**config.mk**
```make
export PLATFORM = sky130hd
export DESIGN_NAME = mem_stage_sequencer
export DESIGN_NICKNAME = d
export VERILOG_FILES = /design/src/rtl/mem_stage_sequencer.sv
export SDC_FILE = /design/constraint.sdc
export NUM_CORES = 1
export LEC_CHECK = 0
export ABC_CLOCK_PERIOD_IN_PS = 2700
export CAP_MARGIN = 20
export CORE_MARGIN = 5
export CORE_UTILIZATION = 39
export CTS_CLUSTER_DIAMETER = 150
export DETAILED_ROUTE_END_ITERATION = 8
export GPL_TIMING_DRIVEN = 0
export PLACE_DENSITY_LB_ADDON = 0.25
export SYNTH_ARGS = -nofsm -noshare
export SYNTH_HDL_FRONTEND = slang
export SYNTH_SLANG_ARGS = --single-unit
```
**constraint.sdc**
```tcl
create_clock -name clk -period 2.7 [get_ports clk]
set_clock_uncertainty 0.15 [all_clocks]
set_input_delay 0.54 -clock clk [delete_from_list [all_inputs] [get_ports clk]]
set_output_delay 0.54 -clock clk [all_outputs]
set_load 0.01 [all_outputs]
```
**src/rtl/mem_stage_sequencer.sv**
```systemverilog
// MEM-stage access sequencer for the LC-3b pipeline: one or two data-memory accesses per op.
// Optional stall-cycle counter enabled by defining MEM_STALL_CNT_EN.
module mem_stage_sequencer #(
    parameter int STALL_CNT_W = 16
) (
    input  logic        clk,
    input  logic        reset_n,
    input  logic        mem_valid,
    input  logic        mem_read,
    input  logic        mem_write,
    input  logic        is_ldi,
    input  logic        is_sti,
    input  logic        is_ldb_stb,
    input  logic [15:0] mem_addr,
    input  logic [15:0] mem_wdata,
    input  logic        stall_other,
    input  logic        dmem_resp,
    input  logic [15:0] dmem_rdata,
    output logic        dmem_read,
    output logic        dmem_write,
    output logic [15:0] dmem_address,
    output logic [15:0] dmem_wdata,
    output logic [1:0]  dmem_byte_enable,
    output logic [15:0] load_data,
    output logic        mem_done,
`ifdef MEM_STALL_CNT_EN
    input  logic        stall_cnt_clr,
    output logic [STALL_CNT_W-1:0] stall_cycles,
`endif
    output logic        stall_pipeline
);

    typedef enum logic [1:0] {IDLE, ACC1, ACC2, DONE} state_t;

    state_t      state, state_n;
    logic [15:0] ptr_reg;
    logic [15:0] load_q;
    logic [15:0] byte_data;
    logic        op;
    logic        indirect;
    logic        word_acc1;

    assign op        = mem_valid & (mem_read | mem_write);
    assign indirect  = is_ldi | is_sti;
    assign word_acc1 = indirect | ~is_ldb_stb;
    assign byte_data = mem_addr[0] ? {8'h00, dmem_rdata[15:8]}
                                   : {8'h00, dmem_rdata[7:0]};
    assign load_data = load_q;

    always_ff @(posedge clk) begin
        if (!reset_n) begin
            state   <= IDLE;
            ptr_reg <= '0;
            load_q  <= '0;
        end else begin
            state <= state_n;
            if (state == ACC1 && dmem_resp) begin
                if (indirect)
                    ptr_reg <= dmem_rdata;
                else if (mem_read)
                    load_q <= is_ldb_stb ? byte_data : dmem_rdata;
            end
            if (state == ACC2 && dmem_resp && is_ldi)
                load_q <= dmem_rdata;
        end
    end

    always_comb begin
        state_n          = state;
        dmem_read        = 1'b0;
        dmem_write       = 1'b0;
        dmem_address     = '0;
        dmem_wdata       = '0;
        dmem_byte_enable = 2'b00;
        mem_done         = 1'b0;
        stall_pipeline   = 1'b0;
        unique case (state)
            IDLE: begin
                stall_pipeline = op | stall_other;
                if (op)
                    state_n = ACC1;
            end
            ACC1: begin
                stall_pipeline = 1'b1;
                dmem_read      = mem_read | is_sti;
                dmem_write     = mem_write & ~is_sti;
                if (word_acc1) begin
                    dmem_address     = {mem_addr[15:1], 1'b0};
                    dmem_byte_enable = 2'b11;
                end else begin
                    dmem_address     = mem_addr;
                    dmem_byte_enable = mem_addr[0] ? 2'b10 : 2'b01;
                end
                // Byte stores replicate the byte onto both lanes
                if (mem_write & ~is_sti)
                    dmem_wdata = word_acc1 ? mem_wdata
                                           : {mem_wdata[7:0], mem_wdata[7:0]};
                if (dmem_resp)
                    state_n = indirect ? ACC2 : DONE;
            end
            ACC2: begin
                stall_pipeline   = 1'b1;
                dmem_address     = {ptr_reg[15:1], 1'b0};
                dmem_byte_enable = 2'b11;
                dmem_read        = is_ldi;
                dmem_write       = is_sti;
                if (is_sti)
                    dmem_wdata = mem_wdata;
                if (dmem_resp)
                    state_n = DONE;
            end
            DONE: begin
                mem_done       = 1'b1;
                stall_pipeline = stall_other;
                if (!stall_other)
                    state_n = IDLE;
            end
            default: state_n = IDLE;
        endcase
    end

`ifdef MEM_STALL_CNT_EN
    logic [STALL_CNT_W-1:0] cnt_q;

    always_ff @(posedge clk) begin
        if (!reset_n)
            cnt_q <= '0;
        else if (stall_cnt_clr)
            cnt_q <= '0;
        else if ((state == ACC1 || state == ACC2) && cnt_q != '1)
            cnt_q <= cnt_q + 1'b1;
    end

    assign stall_cycles = cnt_q;
`endif

endmodule

```
==> results_tabular.tex, run 1 <==
\begin{tabular}{lr}
\hline
Metric & Value \\
\hline
\multicolumn{2}{l}{\textbf{GRT}} \\
\quad Total grt overflow & 0 \\
\quad Wire length of the first global-routing pass & 11800 um \\
\quad Number of antenna violations at the first check in global routing & 0 \\
\quad Via count of the first global-routing pass & 2351 \\
\quad Largest net degree at the start of global routing & 12 \\
\quad Combined global-route utilization of all metal layers & 20.6\% \\
\multicolumn{2}{l}{\textbf{Clock network}} \\
\quad Htree depth & 2 \\
\quad Root buffer cell & sky130\_fd\_sc\_hd\_\_clkbuf\_8 \\
\quad CTS tree & done \\
\quad Number of clock buffers inserted by TritonCTS & 5 \\
\quad Clock sinks & 33 \\
\quad Clock-pin slew of the registers on the worst-case setup and hold paths & 0.07 ns \\
\quad Hold-fix buffer count after cts & 0 \\
\quad Worst-skew pair later-pin latency & 0.29 ns \\
\quad Maximum clock insertion buffer count & 2 \\
\multicolumn{2}{l}{\textbf{Min path}} \\
\quad Hold WC Path Type & reg -> reg \\
\multicolumn{2}{l}{\textbf{Die}} \\
\quad Core footprint & 5140 um2 \\
\quad Area of the die & 6860 um2 \\
\quad Die X-Extent & 82.8 um \\
\quad Standard-cell rows & 26 \\
\quad Ports placed on the boundary & 112 \\
\quad Starting density of the core & 40.3\% \\
\quad Vert. Die Dim & 82.8 um \\
\multicolumn{2}{l}{\textbf{Logic synthesis}} \\
\quad Ranking of synthesized cells by instance count & sky130\_fd\_sc\_hd\_\_nand2\_1 (52), sky130\_fd\_sc\_hd\_\_dfxtp\_1 (33), sky130\_fd\_sc\_hd\_\_a21oi\_1 (16) \\
\quad Syn. warnings & 0 \\
\quad Sequential fraction of the synthesis area & 31.9\% \\
\quad Post-Synthesis Cell Area & 2070 um2 \\
\quad Post-Syn Nets & 311 \\
\quad Cell types occupying the most area after synthesis & sky130\_fd\_sc\_hd\_\_dfxtp\_1 (32\%), sky130\_fd\_sc\_hd\_\_nand2\_1 (9.4\%), sky130\_fd\_sc\_hd\_\_a22o\_1 (6.3\%) \\
\quad Flip-flop and latch count after synthesis & 33 \\
\quad Top-area cell type share of the netlist area & 31.9\% \\
\quad Number of enable flip-flop cells after synthesis & 0 \\
\quad Proportion of register bits with asynchronous set or reset after synthesis & 0\% \\
\quad Most used standard cell by instance count after synthesis & sky130\_fd\_sc\_hd\_\_nand2\_1 \\
\quad Primary flip-flop cell chosen by synthesis mapping & sky130\_fd\_sc\_hd\_\_dfxtp\_1 \\
\quad Library cells used by synthesis & 40 \\
\quad Post-synthesis area per instance & 8.34 um2 \\
\quad Gate count after technology mapping & 248 \\
\quad Top cell type by total area after synthesis & sky130\_fd\_sc\_hd\_\_dfxtp\_1 \\
\multicolumn{2}{l}{\textbf{Pwr}} \\
\quad P\_int & 0.00124 W \\
\quad Proportion of power drawn by flip-flops and latches & 30.0\% \\
\quad Post-layout power & 0.00197 W \\
\quad VDD IR max & 0.484 mV \\
\quad Leakage power figure & 1.47 nW \\
\quad Switching portion of total power & 36.9\% \\
\quad Pwr Density & 569 nW/um2 \\
\quad Relative contribution of the clock network to total power & 18.7\% \\
\quad Switching pwr & 0.000726 W \\
\quad Gate power share & 51.4\% \\
\multicolumn{2}{l}{\textbf{Finish}} \\
\quad Layout-stage area growth over the synthesis result & 67.0\% \\
\quad Fill cell count & 473 \\
\quad Fraction of layout instances using a drive strength above 1 & 16.8\% \\
\quad Footprint of the multi-input gates & 1330 um2 \\
\quad Largest register FFs & 16 \\
\quad Layout Cell Area excl Fill & 3460 um2 \\
\quad Number of diodes added for antenna fixing & 0 \\
\quad Final \#Nets & 436 \\
\quad Area of all sequential standard cells & 668 um2 \\
\multicolumn{2}{l}{\textbf{Place}} \\
\quad PortBufs & 109 \\
\quad Area post-placement & 3250 um2 \\
\quad Placer congestion estimate & 0.802 \\
\quad Final HPWL from detailed placement & 5460 um \\
\multicolumn{2}{l}{\textbf{Timing}} \\
\quad Worst slew margin relative to its limit & 66.7\% \\
\quad Actual slew at the worst max-slew pin & 0.500 ns \\
\quad Number of pins with negative max-slew slack in the final report & 0 \\
\quad Final hold violation count & 0 \\
\quad Final worst hold slack & 0.304 ns \\
\quad Unrepaired setup endpoints after global routing & no \\
\quad Tmin final & 2.64 ns \\
\quad Period utilisation layout & 97.6\% \\
\quad Maximum frequency from static timing analysis & 379 MHz \\
\quad Setup-failing EPs final & 0 \\
\multicolumn{2}{l}{\textbf{Setup path}} \\
\quad Startpoint Class & flip-flop \\
\quad Max stage delay cell, worst path & sky130\_fd\_sc\_hd\_\_dfxtp\_4 \\
\quad Classification of the worst setup path & reg -> out \\
\quad Required time reported for the critical path endpoint & 2.01 ns \\
\quad Sort of element at the end of the critical path & output port \\
\quad Crit path max-delay family & buffers and inverters \\
\quad Arrival time at the worst endpoint & 1.95 ns \\
\quad Critical path buffer and inverter count & 4 \\
\quad Maximum fanout count along the critical path & 10 \\
\quad Largest incremental delay on the critical path & 0.39 ns \\
\quad Chain of cells forming the critical path & inv\_2, ha\_4, and2\_0, buf\_4, buf\_6, a22o\_1, dlygate4sd2\_1 \\
\multicolumn{2}{l}{\textbf{Route}} \\
\quad Number of vias after detailed routing & 2374 \\
\quad Router iterations before antenna repair & 4 \\
\quad Number of design-rule violations left by the first detailed-router iteration & 202 \\
\quad Antenna Nets Post-Route & 0 \\
\quad Routed vias/inst & 5.35 \\
\quad DRC violation count after routing & 0 \\
\quad Routed length per instance & 16.5 um \\
\quad Routed Wire Length & 7350 um \\
\multicolumn{2}{l}{\textbf{Run}} \\
\quad Number of maximum-capacitance constraint violations & 0 \\
\multicolumn{2}{l}{\textbf{Outcome}} \\
\quad Run status & completed \\
\hline
\end{tabular}
==> worst register-to-register path, stage by stage, from the launching register on <==
cell                       delay (ns)
sky130_fd_sc_hd__dfxtp_4         0.37
sky130_fd_sc_hd__inv_4           0.08
sky130_fd_sc_hd__ha_4            0.14
sky130_fd_sc_hd__buf_6           0.14
sky130_fd_sc_hd__nor3b_4         0.36
sky130_fd_sc_hd__a211oi_1        0.14
sky130_fd_sc_hd__a311oi_1        0.31
==> power groups by stage <==
stage	registers (W)	logic [W]	clock network (W)
floorplan	0.000587	0.000520	0
global placement	0.000585	0.000927	0
detailed placement	0.000589	0.000938	0
CTS	0.000585	0.000970	0.000376
global route	0.000597	0.00109	0.000401
finish	0.000589	0.00101	0.000368
==> final cells by class <==
cell class | count | area share [%]
flip-flops and latches | 33 | 19.3
clock buffers | 5 | 1.99
repair buffers | 120 | 32.5
multi-input cells | 188 | 38.4
well taps | 70 | 2.53
plain buffers | 21 | 4.27
inverters | 4 | 0.507
clock inverters | 3 | 0.507
==> layer usage <==
layer / part of all wire [%] / vias to the layer above / GRT usage (%)
li1: - / 1160 / -
met1: 42 / 1089 / 25.2
met2: 49 / 113 / 34.6
met3: 8.0 / 12 / 6.34
met4: 1.4 / 0 / 6.39
met5: 0 / - / 0
==> repair_timing <==
item	4_1_cts	5_1_grt
pin swaps	3	2
endpoints found under the setup margin	37	27
buffers inserted	6	5
resized for setup	83	21
==> path summary, 6_finish.rpt <==
path | from | endpoint | slack, ns | depth (start not counted)
worst max register to register | state[1] | load_data[4] | 0.90 | 6
worst min register to register | ptr_reg[15] | ptr_reg[15] | 0.30 | 2
worst max-delay path | state[0] | dmem_address[11] | 0.06 | 7
worst min-delay path | ptr_reg[15] | ptr_reg[15] | 0.30 | 2
==> metrics by stage <==
stage | util (%) | std cells | TNS [ns] | worst slack, ns
2_1_floorplan | - | 248 | 0 | 0.421
4_1_cts | 66.4 | 439 | -0.303 | -0.0598
3_5_place_dp | 63.2 | 427 | -13.18 | -0.571
6_report | 67.2 | 444 | 0 | 0.0637
5_1_grt | 67.2 | 444 | 0 | 0.000974
3_3_place_gp | 63.2 | 427 | -12.58 | -0.570
==> cells by family after synthesis <==
logic type / count (synthesis) / synth area share, %
and+or+nand+nor: 87 / 21.3
AOI/OAI and AO/OA: 86 / 32.0
DFF: 33 / 31.9
buffers and inverters: 27 / 6.89
muxes: 10 / 4.84
adders and majority gates: 5 / 3.02
==> placed cells by master, fill, tap and decap left out, types with 2 or more instances in the layout <==
cell and instances:
sky130_fd_sc_hd__clkbuf_8 5, sky130_fd_sc_hd__a22o_1 15, sky130_fd_sc_hd__nor2b_1 2, sky130_fd_sc_hd__buf_4 16, sky130_fd_sc_hd__a21oi_1 16, sky130_fd_sc_hd__a21o_1 8, sky130_fd_sc_hd__dfxtp_4 2, sky130_fd_sc_hd__clkbuf_1 5
sky130_fd_sc_hd__o21a_4 2, sky130_fd_sc_hd__clkinv_2 2, sky130_fd_sc_hd__nor2_1 2, sky130_fd_sc_hd__nand3_1 2, sky130_fd_sc_hd__ha_4 2, sky130_fd_sc_hd__dlygate4sd2_1 23, sky130_fd_sc_hd__a311oi_1 8, sky130_fd_sc_hd__and2_1 11
sky130_fd_sc_hd__mux2i_1 10, sky130_fd_sc_hd__ha_1 2, sky130_fd_sc_hd__a32o_1 8, sky130_fd_sc_hd__clkdlybuf4s50_1 70, sky130_fd_sc_hd__nand4_1 8, sky130_fd_sc_hd__buf_6 5, sky130_fd_sc_hd__o21ai_0 10, sky130_fd_sc_hd__clkdlybuf4s15_1 6
sky130_fd_sc_hd__dfxtp_1 31, sky130_fd_sc_hd__a211oi_1 9, sky130_fd_sc_hd__dlymetal6s2s_1 2, sky130_fd_sc_hd__buf_2 11, sky130_fd_sc_hd__inv_1 2, sky130_fd_sc_hd__nand2_1 52
No activity file was read; power rests on OpenSTA's default activity.
==> inputs of run 2 (changes only) <==
--- a/config.mk
+++ b/config.mk
@@ -13,6 +13,7 @@
 export DETAILED_ROUTE_END_ITERATION = 8
 export GPL_TIMING_DRIVEN = 0
 export PLACE_DENSITY_LB_ADDON = 0.25
+export SKIP_CTS_REPAIR_TIMING = 1
 export SYNTH_ARGS = -nofsm -noshare
 export SYNTH_HDL_FRONTEND = slang
 export SYNTH_SLANG_ARGS = --single-unit
==> results_tabular.tex, run 2 (synthesis gave the netlist of run 1 again) <==
\begin{tabular}{lr}
\hline
Metric & Value \\
\hline
\multicolumn{2}{l}{\textbf{Place}} \\
\quad Final HPWL from detailed placement & 5460 um \\
\quad Placer congestion estimate & 0.802 \\
\quad Area post-placement & 3250 um2 \\
\quad PortBufs & 109 \\
\multicolumn{2}{l}{\textbf{Route}} \\
\quad DRC violation count after routing & 0 \\
\quad Routed length per instance & 16.3 um \\
\quad Routed vias/inst & 5.22 \\
\quad Routed Wire Length & 7240 um \\
\quad Number of vias after detailed routing & 2311 \\
\quad Antenna Nets Post-Route & 0 \\
\quad Router iterations before antenna repair & 4 \\
\quad Number of design-rule violations left by the first detailed-router iteration & 123 \\
\multicolumn{2}{l}{\textbf{Run}} \\
\quad Number of maximum-capacitance constraint violations & 0 \\
\multicolumn{2}{l}{\textbf{Setup path}} \\
\quad Largest incremental delay on the critical path & 0.37 ns \\
\quad Required time reported for the critical path endpoint & 2.01 ns \\
\quad Classification of the worst setup path & reg -> out \\
\quad Reg-to-reg setup timing slack & 0.91 ns \\
\quad Top cell by count, worst path & sky130\_fd\_sc\_hd\_\_buf\_6 \\
\quad Maximum fanout count along the critical path & 10 \\
\quad Startpoint Class & flip-flop \\
\quad Arrival time at the worst endpoint & 1.95 ns \\
\quad Sort of element at the end of the critical path & output port \\
\quad Chain of cells forming the critical path & inv\_2, ha\_1, buf\_6, and2\_0, buf\_6, buf\_6, a22o\_1, dlymetal6s2s\_1 \\
\quad Max stage delay cell, worst path & sky130\_fd\_sc\_hd\_\_dfxtp\_4 \\
\multicolumn{2}{l}{\textbf{Pwr}} \\
\quad Gate power share & 51.5\% \\
\quad Switching pwr & 0.000711 W \\
\quad Leakage power figure & 1.88 nW \\
\quad VDD IR max & 0.496 mV \\
\quad Proportion of power drawn by flip-flops and latches & 29.7\% \\
\quad Post-layout power & 0.00196 W \\
\quad Relative contribution of the clock network to total power & 18.8\% \\
\quad Pwr Density & 555 nW/um2 \\
\quad P\_int & 0.00125 W \\
\quad Switching portion of total power & 36.3\% \\
\multicolumn{2}{l}{\textbf{GRT}} \\
\quad Largest net degree at the start of global routing & 12 \\
\quad Wire length of the first global-routing pass & 11500 um \\
\quad Combined global-route utilization of all metal layers & 20.2\% \\
\quad Number of antenna violations at the first check in global routing & 0 \\
\quad Total grt overflow & 0 \\
\quad Via count of the first global-routing pass & 2308 \\
\multicolumn{2}{l}{\textbf{Outcome}} \\
\quad Run status & completed \\
\multicolumn{2}{l}{\textbf{Timing}} \\
\quad Setup-failing EPs final & 0 \\
\quad Summed negative setup slack over all endpoints & 0 ns \\
\quad Period utilisation layout & 97.9\% \\
\quad Number of pins with negative max-slew slack in the final report & 0 \\
\quad Tmin final & 2.64 ns \\
\quad Worst slew margin relative to its limit & 67.2\% \\
\quad Maximum frequency from static timing analysis & 378 MHz \\
\quad Final hold violation count & 0 \\
\quad Actual slew at the worst max-slew pin & 0.492 ns \\
\multicolumn{2}{l}{\textbf{Finish}} \\
\quad Layout-stage area growth over the synthesis result & 70.7\% \\
\quad Final core utilization & 68.7\% \\
\quad Largest register FFs & 16 \\
\quad Final \#Nets & 435 \\
\quad Area of all sequential standard cells & 668 um2 \\
\quad Footprint of the multi-input gates & 1300 um2 \\
\quad Layout Cell Area excl Fill & 3530 um2 \\
\quad Commonest non-fill, non-tap cell in the layout & sky130\_fd\_sc\_hd\_\_clkdlybuf4s50\_1 \\
\quad Number of diodes added for antenna fixing & 0 \\
\quad Fill cell count & 455 \\
\quad Commonest cells after routing, fill and taps aside & sky130\_fd\_sc\_hd\_\_clkdlybuf4s50\_1 (71), sky130\_fd\_sc\_hd\_\_nand2\_1 (52), sky130\_fd\_sc\_hd\_\_dlymetal6s2s\_1 (32) \\
\quad Fraction of layout instances using a drive strength above 1 & 15.8\% \\
\multicolumn{2}{l}{\textbf{Clock network}} \\
\quad Clock-pin slew of the registers on the worst-case setup and hold paths & 0.07 ns \\
\quad Worst-skew pair later-pin latency & 0.29 ns \\
\quad CTS tree & done \\
\quad Number of clock buffers inserted by TritonCTS & 5 \\
\quad Root buffer cell & sky130\_fd\_sc\_hd\_\_clkbuf\_8 \\
\quad Htree depth & 2 \\
\quad Clock sinks & 33 \\
\quad Maximum clock insertion buffer count & 2 \\
\multicolumn{2}{l}{\textbf{Die}} \\
\quad Core footprint & 5140 um2 \\
\quad Ports placed on the boundary & 112 \\
\quad Standard-cell rows & 26 \\
\quad Vert. Die Dim & 82.8 um \\
\quad Die X-Extent & 82.8 um \\
\quad Starting density of the core & 40.3\% \\
\quad Area of the die & 6860 um2 \\
\multicolumn{2}{l}{\textbf{Min path}} \\
\quad Hold WC Path Type & reg -> reg \\
\hline
\end{tabular}
-- run 2: changes by cell type in the layout (fill, tap and decap cells not counted), moves of 2 or more --
cell,delta
sky130_fd_sc_hd__buf_2,-6
sky130_fd_sc_hd__dlygate4sd2_1,-23
sky130_fd_sc_hd__buf_4,-2
sky130_fd_sc_hd__dlymetal6s2s_1,+30
sky130_fd_sc_hd__clkbuf_2,+4
sky130_fd_sc_hd__ha_4,-2
sky130_fd_sc_hd__buf_6,+2
sky130_fd_sc_hd__clkdlybuf4s15_1,-6
-- run 2: through the flow --
step / setup WS (ns) / cells / hold slack, ns
after global placement: -0.570 / 427 / 0.292
after CTS: -0.799 / 435 / 0.307
after global routing: -0.0266 / 443 / 0.325
final: 0.0561 / 443 / 0.304
after floorplan: 0.421 / 248 / 0.286
after detailed placement: -0.571 / 427 / 0.298
-- run 2: worst paths after layout --
check / to / from / cells past startpoint
setup reg to reg: ptr_reg[9] / state[1] / 7
hold reg to reg: ptr_reg[15] / ptr_reg[15] / 2
hold / removal: ptr_reg[15] / ptr_reg[15] / 2
setup / recovery: dmem_address[11] / state[0] / 8
-- run 2: metal layers --
layer  global-route usage (%)  part of all wire (%)
met3                     5.94                   5.1
met2                     33.5                    49
met4                     6.39                   1.3
met5                        0                     0
met1                     25.2                    45
-- run 2: area by class of cell --
class / count / area share (%)
multi-input cells: 188 / 36.9
clock buffers: 5 / 1.95
flip-flops and latches: 33 / 18.9
clock inverters: 3 / 0.496
inverters: 4 / 0.425
plain buffers: 22 / 4.61
well taps: 70 / 2.48
repair buffers: 118 / 34.2
-- run 2: power groups by stage --
stage | Combinational (W) | Clock [W] | Sequential (W)
after detailed placement | 0.000938 | 0 | 0.000589
final | 0.00101 | 0.000369 | 0.000582
after global placement | 0.000927 | 0 | 0.000585
after floorplan | 0.000520 | 0 | 0.000587
after CTS | 0.000944 | 0.000376 | 0.000578
after global routing | 0.00110 | 0.000401 | 0.000590
-- run 2: worst max-delay path, delay by kind of cell, from the launching register on --
family	cells	cell delay, ns
flops	1	0.37
simple gates	1	0.15
fa+ha+maj	1	0.29
buf+inv	5	0.63
compound gates	1	0.22
